**config.mk**
```make
export PLATFORM = sky130hd
export DESIGN_NAME = rsa_power_requester
export DESIGN_NICKNAME = d
export VERILOG_FILES = /design/src/rtl/rsa_power_requester_pkg.sv /design/src/rtl/rsa_power_requester.sv
export SDC_FILE = /design/constraint.sdc
export NUM_CORES = 1
export LEC_CHECK = 0
export BUFFER_PORTS_ARGS = -buffer_cell sky130_fd_sc_hd__buf_2
export CAP_MARGIN = 15
export CORE_MARGIN = 3
export CORE_UTILIZATION = 55
export DETAILED_ROUTE_END_ITERATION = 6
export PLACE_DENSITY_LB_ADDON = 0.05
export SETUP_SLACK_MARGIN = 0.3
export SKIP_CTS_REPAIR_TIMING = 1
export SLEW_MARGIN = 15
export SYNTH_ARGS = -nofsm -noshare
export SYNTH_HDL_FRONTEND = slang
export SYNTH_SLANG_ARGS = --single-unit
```
**constraint.sdc**
```tcl
create_clock -name clk -period 4.7 [get_ports clk]
set_clock_uncertainty 0.15 [all_clocks]
set_input_delay 0.235 -clock clk [delete_from_list [all_inputs] [get_ports clk]]
set_output_delay 0.235 -clock clk [all_outputs]
set_load 0.01 [all_outputs]
```
**src/rtl/rsa_power_requester_pkg.sv**
```systemverilog
// Shared types and helpers for the rsa_top power requester.
// State encoding and counter width derivation.
package rsa_power_requester_pkg;

  typedef enum logic [2:0] {
    S_UP_WAIT,
    S_ON_IDLE,
    S_ON_BUSY,
    S_DOWN_WAIT,
    S_OFF
  } state_t;

  function automatic int cnt_width(
    input int idle_t,
    input int ack_t,
    input int guard_t
  );
    int m;
    m = idle_t;
    if (ack_t > m) m = ack_t;
    if (guard_t > m) m = guard_t;
    return $clog2(m + 1);
  endfunction

endpackage

```
**src/rtl/rsa_power_requester.sv**
```systemverilog
// Initiator side of the rsa_top power handshake: powers mod_exp up on
// demand, issues start once ready, and powers down after an idle period.
module rsa_power_requester
  import rsa_power_requester_pkg::*;
#(
  parameter int IDLE_TIMEOUT = 64,
  parameter int ACK_TIMEOUT  = 256,
  parameter int DOWN_GUARD   = 16
) (
  input  logic clk,
  input  logic rst_n,
  input  logic ce,
  input  logic job_valid,
  output logic job_accept,
  output logic job_done,
  output logic start,
  output logic req_enable,
  output logic req_disable,
  input  logic ready,
  input  logic done,
  input  logic err_clr,
  output logic power_on,
  output logic busy,
  output logic err_timeout
);

  localparam int CNT_W =
    cnt_width(IDLE_TIMEOUT, ACK_TIMEOUT, DOWN_GUARD);

  localparam logic [CNT_W-1:0] IDLE_LAST =
    CNT_W'(IDLE_TIMEOUT - 1);
  localparam logic [CNT_W-1:0] ACK_LAST =
    CNT_W'(ACK_TIMEOUT - 1);
  localparam logic [CNT_W-1:0] GUARD_LAST =
    CNT_W'(DOWN_GUARD - 1);

  state_t           state;
  logic [CNT_W-1:0] cnt;
  logic [CNT_W-1:0] cnt_inc;

  // saturating increment of the shared counter
  assign cnt_inc = (cnt == '1) ? cnt : cnt + CNT_W'(1);

  always_ff @(posedge clk or negedge rst_n) begin
    if (!rst_n) begin
      state       <= S_UP_WAIT;
      cnt         <= '0;
      start       <= 1'b0;
      job_accept  <= 1'b0;
      job_done    <= 1'b0;
      req_enable  <= 1'b0;
      req_disable <= 1'b0;
      power_on    <= 1'b0;
      busy        <= 1'b0;
      err_timeout <= 1'b0;
    end else if (ce) begin
      start       <= 1'b0;
      job_accept  <= 1'b0;
      job_done    <= 1'b0;
      req_enable  <= 1'b0;
      req_disable <= 1'b0;
      if (err_clr) err_timeout <= 1'b0;
      unique case (state)
        S_UP_WAIT: begin
          if (ready) begin
            state    <= S_ON_IDLE;
            power_on <= 1'b1;
            cnt      <= '0;
          end else if (cnt == ACK_LAST) begin
            err_timeout <= 1'b1;
            state       <= S_OFF;
            cnt         <= '0;
          end else begin
            cnt <= cnt_inc;
          end
        end
        S_ON_IDLE: begin
          // a pending job always beats the idle timeout
          if (job_valid && ready) begin
            start      <= 1'b1;
            job_accept <= 1'b1;
            busy       <= 1'b1;
            state      <= S_ON_BUSY;
            cnt        <= '0;
          end else if (!job_valid) begin
            if (cnt == IDLE_LAST) begin
              req_disable <= 1'b1;
              power_on    <= 1'b0;
              state       <= S_DOWN_WAIT;
              cnt         <= '0;
            end else begin
              cnt <= cnt_inc;
            end
          end
        end
        S_ON_BUSY: begin
          if (done) begin
            job_done <= 1'b1;
            busy     <= 1'b0;
            state    <= S_ON_IDLE;
            cnt      <= '0;
          end
        end
        S_DOWN_WAIT: begin
          if (ready) begin
            cnt <= '0;
          end else if (cnt == GUARD_LAST) begin
            state <= S_OFF;
            cnt   <= '0;
          end else begin
            cnt <= cnt_inc;
          end
        end
        S_OFF: begin
          if (job_valid) begin
            req_enable <= 1'b1;
            state      <= S_UP_WAIT;
            cnt        <= '0;
          end
        end
        default: begin
          state <= S_UP_WAIT;
          cnt   <= '0;
        end
      endcase
    end
  end

endmodule

```
==> results of run 1 <==
cell families after synthesis:
group                      after synthesis  share of synthesized area
and+or+nand+nor                         55                     0.2542
buffers and inverters                   19                    0.06957
muxes                                    1                    0.01113
AOI/OAI and AO/OA                       50                     0.3033
adders and majority gates                1                   0.009275
DFF                                     19                     0.3525
routing by layer:
metal  vias up  track usage  part of all wire
li1        572            -                 -
met1       563       0.2931              0.50
met2        23       0.3209              0.46
met3         4      0.02336             0.033
met4         0      0.06597             0.010
met5         -            0                 0
cells in the mapped netlist, types with 2 or more instances:
library cell,instances,area share
nor2b_1,3,0.014
and3_1,2,0.0093
nor2_1,11,0.031
a21oi_1,6,0.022
buf_6,2,0.017
nand4_1,2,0.0093
nand2b_1,3,0.014
or4_4,2,0.017
nor3_2,2,0.015
nand3_1,4,0.015
o21ai_1,2,0.0074
a22oi_1,2,0.011
o32a_1,2,0.015
o22ai_1,2,0.0093
nand4b_1,2,0.013
o21ai_0,8,0.030
o211ai_2,2,0.019
nor3_1,4,0.015
nand2_1,10,0.028
inv_1,11,0.031
dfrtp_1,19,0.35
buf_2,3,0.011
o211ai_1,9,0.050
o221ai_2,2,0.022
metrics by stage:
stage,instance area (µm²),hold WS (ps),setup WS (ps),cells,util
2_1_floorplan,1349,-210.6,2812,145,-
3_3_place_gp,1401,43.14,2405,179,0.6157
3_5_place_dp,1401,52.39,2304,179,0.6157
4_1_cts,1428,-285.4,2280,183,0.6273
5_1_grt,1438,116.3,1956,184,0.6317
6_report,1438,103.3,2275,184,0.6317
power breakdown:
part           switching (mW)  total, mW  internal [mW]
Combinational           0.164      0.286          0.122
Clock                  0.0502     0.0833         0.0330
Sequential             0.0836      0.288          0.205
Total                   0.298      0.658          0.359
worst max path at each step:
| stage | startpoint | end | slack, ps | cells after the start |
|---|---|---|---|---|
| floorplan | cnt[1] | cnt[5] | 2810 | 6 |
| global placement | state[2] | state[2] | 2400 | 5 |
| detailed placement | state[2] | state[2] | 2300 | 5 |
| CTS | state[2] | state[2] | 2280 | 5 |
| global route | state[2] | cnt[7] | 1960 | 5 |
| finish | state[1] | state[2] | 2280 | 5 |
tightest hold or removal path: cells and delay by family:
kind            cells  cell delay, ps
compound gates      1              90
buf+inv             1              90
simple gates        1             100
area by class of cell:
class,count,area share
multi-input combinational,107,0.5422
tap,28,0.02437
sequential,19,0.3307
clock buffer,4,0.01828
inverter,11,0.02872
timing repair buffer,15,0.05570
state kept, by name, summed over array words and instances, names as in the netlist:
name and count:
job_done 1, power_on 1, req_disable 1, state 3, cnt 9, req_enable 1, start 1, busy 1
err_timeout 1
==> qor.yml, run 1 <==
status:
  status: "finished clean"
cells_and_area:
  fillers: 182
  drive_gt1_frac: 0.2372
  finalNetCount: 165
  area_delta_synth_final_pct: 6.586
  multi_input_area_um2: 779.5
  final_common_cell: "dfrtp_1"
  final_cell_mix: "dfrtp_1 (19), buf_2 (14), inv_1 (11), nor2_1 (11), nand2_1 (10)"
  regArea_um2: 475.5
  antenna_cells: 0
logic_synthesis:
  async_flop_share: 1.000
  synth_area_per_cell_um2: 9.302
  synth_nets: 153
  ys_types: 54
  yosys_most_used_dff: "dfrtp_1"
  synth_area_um2: 1349
  netlist_instances: 145
  yosysSeqAreaShare: 0.3525
  ys_ff_latch: 19
  yosysWarningCount: 0
  synth_edf_count: 0
worst_setup_path:
  critical_path_arrival_ps: 2470
  ff2ff_path_depth: 5
  end_kind: "flip-flop"
  critPathSlowestCell: "o22ai_2"
  crit-reg2reg-capture: "state[2]"
  critical_path.cell_chain: "nor2_1 > o21ai_0 > o22ai_2 > nor2_2 > mux2_4"
  required_ps: 4740
  start_kind: "flip-flop"
  crit_type: "flip-flop to flip-flop"
  crit_buf_inv: 0
  max_stage_delay_ps: 640
  r2r_start: "state[1]"
  crit_family: "compound AO/OA/AOI/OAI gates"
  regToRegSetupSlack_ps: 2280
  critPathMaxFanout: 15
min_path:
  min_to: "job_done"
  hp-class: "primary input to flip-flop"
  whs_path_depth: 3
  min_from: "done"
floorplanning:
  die_h_um: 55.52
  initial_core_util: 0.5926
  die_w_um: 55.52
  die_area_um2: 3082
  rows: 17
  core-area_um2: 2276
  pin_count: 15
route:
  vias: 1162
  avgRoutedWirePerCell_um: 16.13
  drt_pass1_iterations: 4
  viasPerCell: 6.315
  ant_nets: 0
  routed_wl_mm: 2.967
  drt_iter0_markers: 44
  drcViolationCount: 0
power_and_ir_drop:
  total_leakage_power_nw: 0.5963
  ir_drop_mv: 0.3100
  power_uw: 657.6
  power.density_nw_per_um2: 457.4
sta:
  slew_headroom: 0.5091
  fin_crit_sh: 0.5159
  finalSetupTns_ps: 0
  min_period_ps: 2425
  setup_viol: 0
  maxSlewViolCount: 0
  rsz0062_at_grt: "no"
  hold_viol: 0
  tightest_slew_ps: 736.4
  max_freq_mhz: 412.4
run:
  maxCapViolations: 0
clock_tree:
  cts-root-buf: "clkbuf_4"
  cts_sinks: 19
  htreeDepth: 1
  insertion_delay_ps: 300
  cts_made_buffers: 3
  clk_pin_slew_ps: 110
  cts_tree: "yes"
  max-clock-path-buffers: 2
global_route:
  track_usage: 0.2046
  grt_pass1_wl_mm: 5.133
  grt_pass1_vias: 1070
  grt-ovfl-total: 0
  grt_antenna_before_repair: 0
  grt_max_degree: 20
place:
  io_buffers: 14
  place_hpwl_mm: 2.169
  gp_congestion: 0.8407
Note: power is estimated with default switching activity, not from simulation.
==> run 2: changes to the inputs <==
clock period = 2.4 ns   (was 4.7 ns; I/O delays follow)
==> run 2 against run 1 <==
Against the previous run:
- cell count rose by 5.4%
- total power rose by 120%
- sequential power rose by 92%
- maximum frequency grew 21%
- clock power increased by 110%
- register-to-register slack worse by 1900 ps
- global-route usage grew 0.39 points
- critical path depth is 2 higher
- first-iteration DRC count unchanged
- non-clock buffer count up 10
- critical endpoint is now cnt[3]
==> qor.yml, run 2 (synthesis gave the netlist of run 1 again) <==
sta:
  max_freq_mhz: 499.8  # was 412.4 MHz
  fin_crit_sh: 0.8337  # was 0.5159
  setup_viol: 0  # unchanged
  min_period_ps: 2001  # was 2425 ps
  maxSlewViolCount: 0  # unchanged
  finalSetupTns_ps: 0  # unchanged
  tightest_slew_ps: 439.1  # was 736.4 ps
  slew_headroom: 0.7073  # was 0.5091
  rsz0062_at_grt: "no"  # unchanged
  hold_viol: 0  # unchanged
cells_and_area:
  area_delta_synth_final_pct: 14.66  # was 6.586%
  max_flop_register: "cnt"  # unchanged
  finalNetCount: 175  # was 165
  final_area_um2: 1546  # was 1438 µm²
  final_cell_mix: "dfrtp_1 (15), buf_2 (14), inv_1 (11)"  # was dfrtp_1 (19), buf_2 (14), inv_1 (11), nor2_1 (11), nand2_1 (10)
  final_common_cell: "dfrtp_1"  # unchanged
  instances_no_fill: 194  # was 184
  reg_top3: "cnt: 9 flops, state: 3 flops"  # unchanged
  largest_reg_flops: 9  # unchanged
  antenna_cells: 0  # unchanged
  drive_gt1_frac: 0.3193  # was 0.2372
global_route:
  track_usage: 0.2085  # was 0.2046
  grt_pass1_wl_mm: 5.154  # was 5.133 mm
  grt-ovfl-total: 0  # unchanged
  grt_pass1_vias: 1124  # was 1,070
  grt_max_degree: 20  # unchanged
  grt_antenna_before_repair: 0  # unchanged
clock_tree:
  max-clock-path-buffers: 2  # unchanged
  cts_tree: "yes"  # unchanged
  htreeDepth: 1  # unchanged
  clk_pin_slew_ps: 120  # was 110 ps
  insertion_delay_ps: 310  # was 300 ps
  cts_sinks: 19  # unchanged
  cts-root-buf: "clkbuf_4"  # unchanged
  cts_made_buffers: 3  # unchanged
floorplanning:
  die_h_um: 55.52  # unchanged
  rows: 17  # unchanged
  initial_core_util: 0.5926  # unchanged
  core-area_um2: 2276  # unchanged
  pin_count: 15  # unchanged
  die_area_um2: 3082  # unchanged
  die_w_um: 55.52  # unchanged
power_and_ir_drop:
  ir_drop_mv: 0.6892  # was 0.3100 mV
  total_leakage_power_nw: 0.6418  # was 0.5963 nW
  power.density_nw_per_um2: 930.5  # was 457.4 nW/µm²
route:
  ant_nets: 0  # unchanged
  viasPerCell: 6.216  # was 6.315
  vias: 1206  # was 1,162
  drcViolationCount: 0  # unchanged
  drt_iter0_markers: 44  # unchanged
  routed_wl_mm: 3.074  # was 2.967 mm
  avgRoutedWirePerCell_um: 15.85  # was 16.13 µm
  drt_pass1_iterations: 4  # unchanged
place:
  placed_area_um2: 1424  # was 1401 µm²
  dp.cells: 182  # was 179
  gp_congestion: 0.8704  # was 0.8407
  io_buffers: 14  # unchanged
  place_hpwl_mm: 2.203  # was 2.169 mm
min_path:
  hp-class: "primary input to flip-flop"  # unchanged
  min_from: "done"  # unchanged
  min_to: "job_done"  # unchanged
  whs_path_depth: 3  # unchanged
worst_setup_path:
  r2r_start: "state[0]"  # was state[1]
  start_kind: "flip-flop"  # unchanged
  regToRegSetupSlack_ps: 400  # was 2280 ps
  critPathMaxFanout: 15  # unchanged
  crit-reg2reg-capture: "cnt[3]"  # was state[2]
  crit_type: "flip-flop to flip-flop"  # unchanged
  end_kind: "flip-flop"  # unchanged
  startpoint: "state[0]"  # was state[1]
  critical_path_arrival_ps: 2070  # was 2470 ps
  required_ps: 2470  # was 4740 ps
  ff2ff_path_depth: 7  # was 5
run:
  maxCapViolations: 0  # unchanged
status:
  status: "finished clean"  # unchanged
==> run 2: changes by cell type in the layout (fill, tap and decap cells not counted), sizes merged <==
cell | before | now
buf | 14 | 24
==> run 2: per-layer routing <==
| layer | GRT usage | wire length (µm) | vias up |
|---|---|---|---|
| met5 | 0 | 0 | - |
| met4 | 0.07292 | 51 | 0 |
| met3 | 0.03738 | 200 | 6 |
| met2 | 0.3091 | 1431 | 47 |
| met1 | 0.3042 | 1390 | 562 |
| li1 | - | - | 591 |
==> run 2: worst max-delay path by stage <==
stage / slack, ps / endpoint / cells after the start
final: 400 / cnt[3] / 7
after global routing: 310 / cnt[3] / 8
after CTS: 190 / cnt[3] / 6
after detailed placement: 210 / cnt[3] / 6
after global placement: 320 / state[2] / 5
after floorplan: 510 / cnt[5] / 6
==> run 2: cell type report <==
type                            count  area (µm²)
Timing Repair Buffer               25       155.1
Fill cell                         173       729.5
Sequential cell                    19       480.5
Clock buffer                        4       26.28
Multi-Input combinational cell    107       808.3
Inverter                           11       41.29
Tap cell                           28       35.03
==> run 2: critical path, stage by stage, from the launching register on <==
cell	delay, ps
dfrtp_2	540
nor4_4	300
o221ai_1	210
o22ai_2	120
buf_4	190
buf_4	170
o221ai_2	110
o211ai_1	120
==> run 2: per-stage QoR <==
| step | util | hold slack [ps] | setup WS [ps] | total power [mW] |
|---|---|---|---|---|
| global placement | 0.6256 | -65.80 | 318.5 | 1.123 |
| detailed placement | 0.6256 | -63.69 | 209.9 | 1.146 |
| CTS | 0.6372 | -405.1 | 187.2 | 1.319 |
| global route | 0.6795 | 14.04 | 310.6 | 1.546 |
| finish | 0.6795 | 8.442 | 399.0 | 1.439 |
| floorplan | - | -325.6 | 511.5 | 1.027 |
==> run 2: power breakdown <==
| part | switching (mW) | leakage, nW | internal (mW) |
|---|---|---|---|
| Combinational | 0.378 | 0.386 | 0.335 |
| Sequential | 0.147 | 0.241 | 0.406 |
| Clock | 0.107 | 0.0150 | 0.0649 |
| Total | 0.633 | 0.642 | 0.806 |
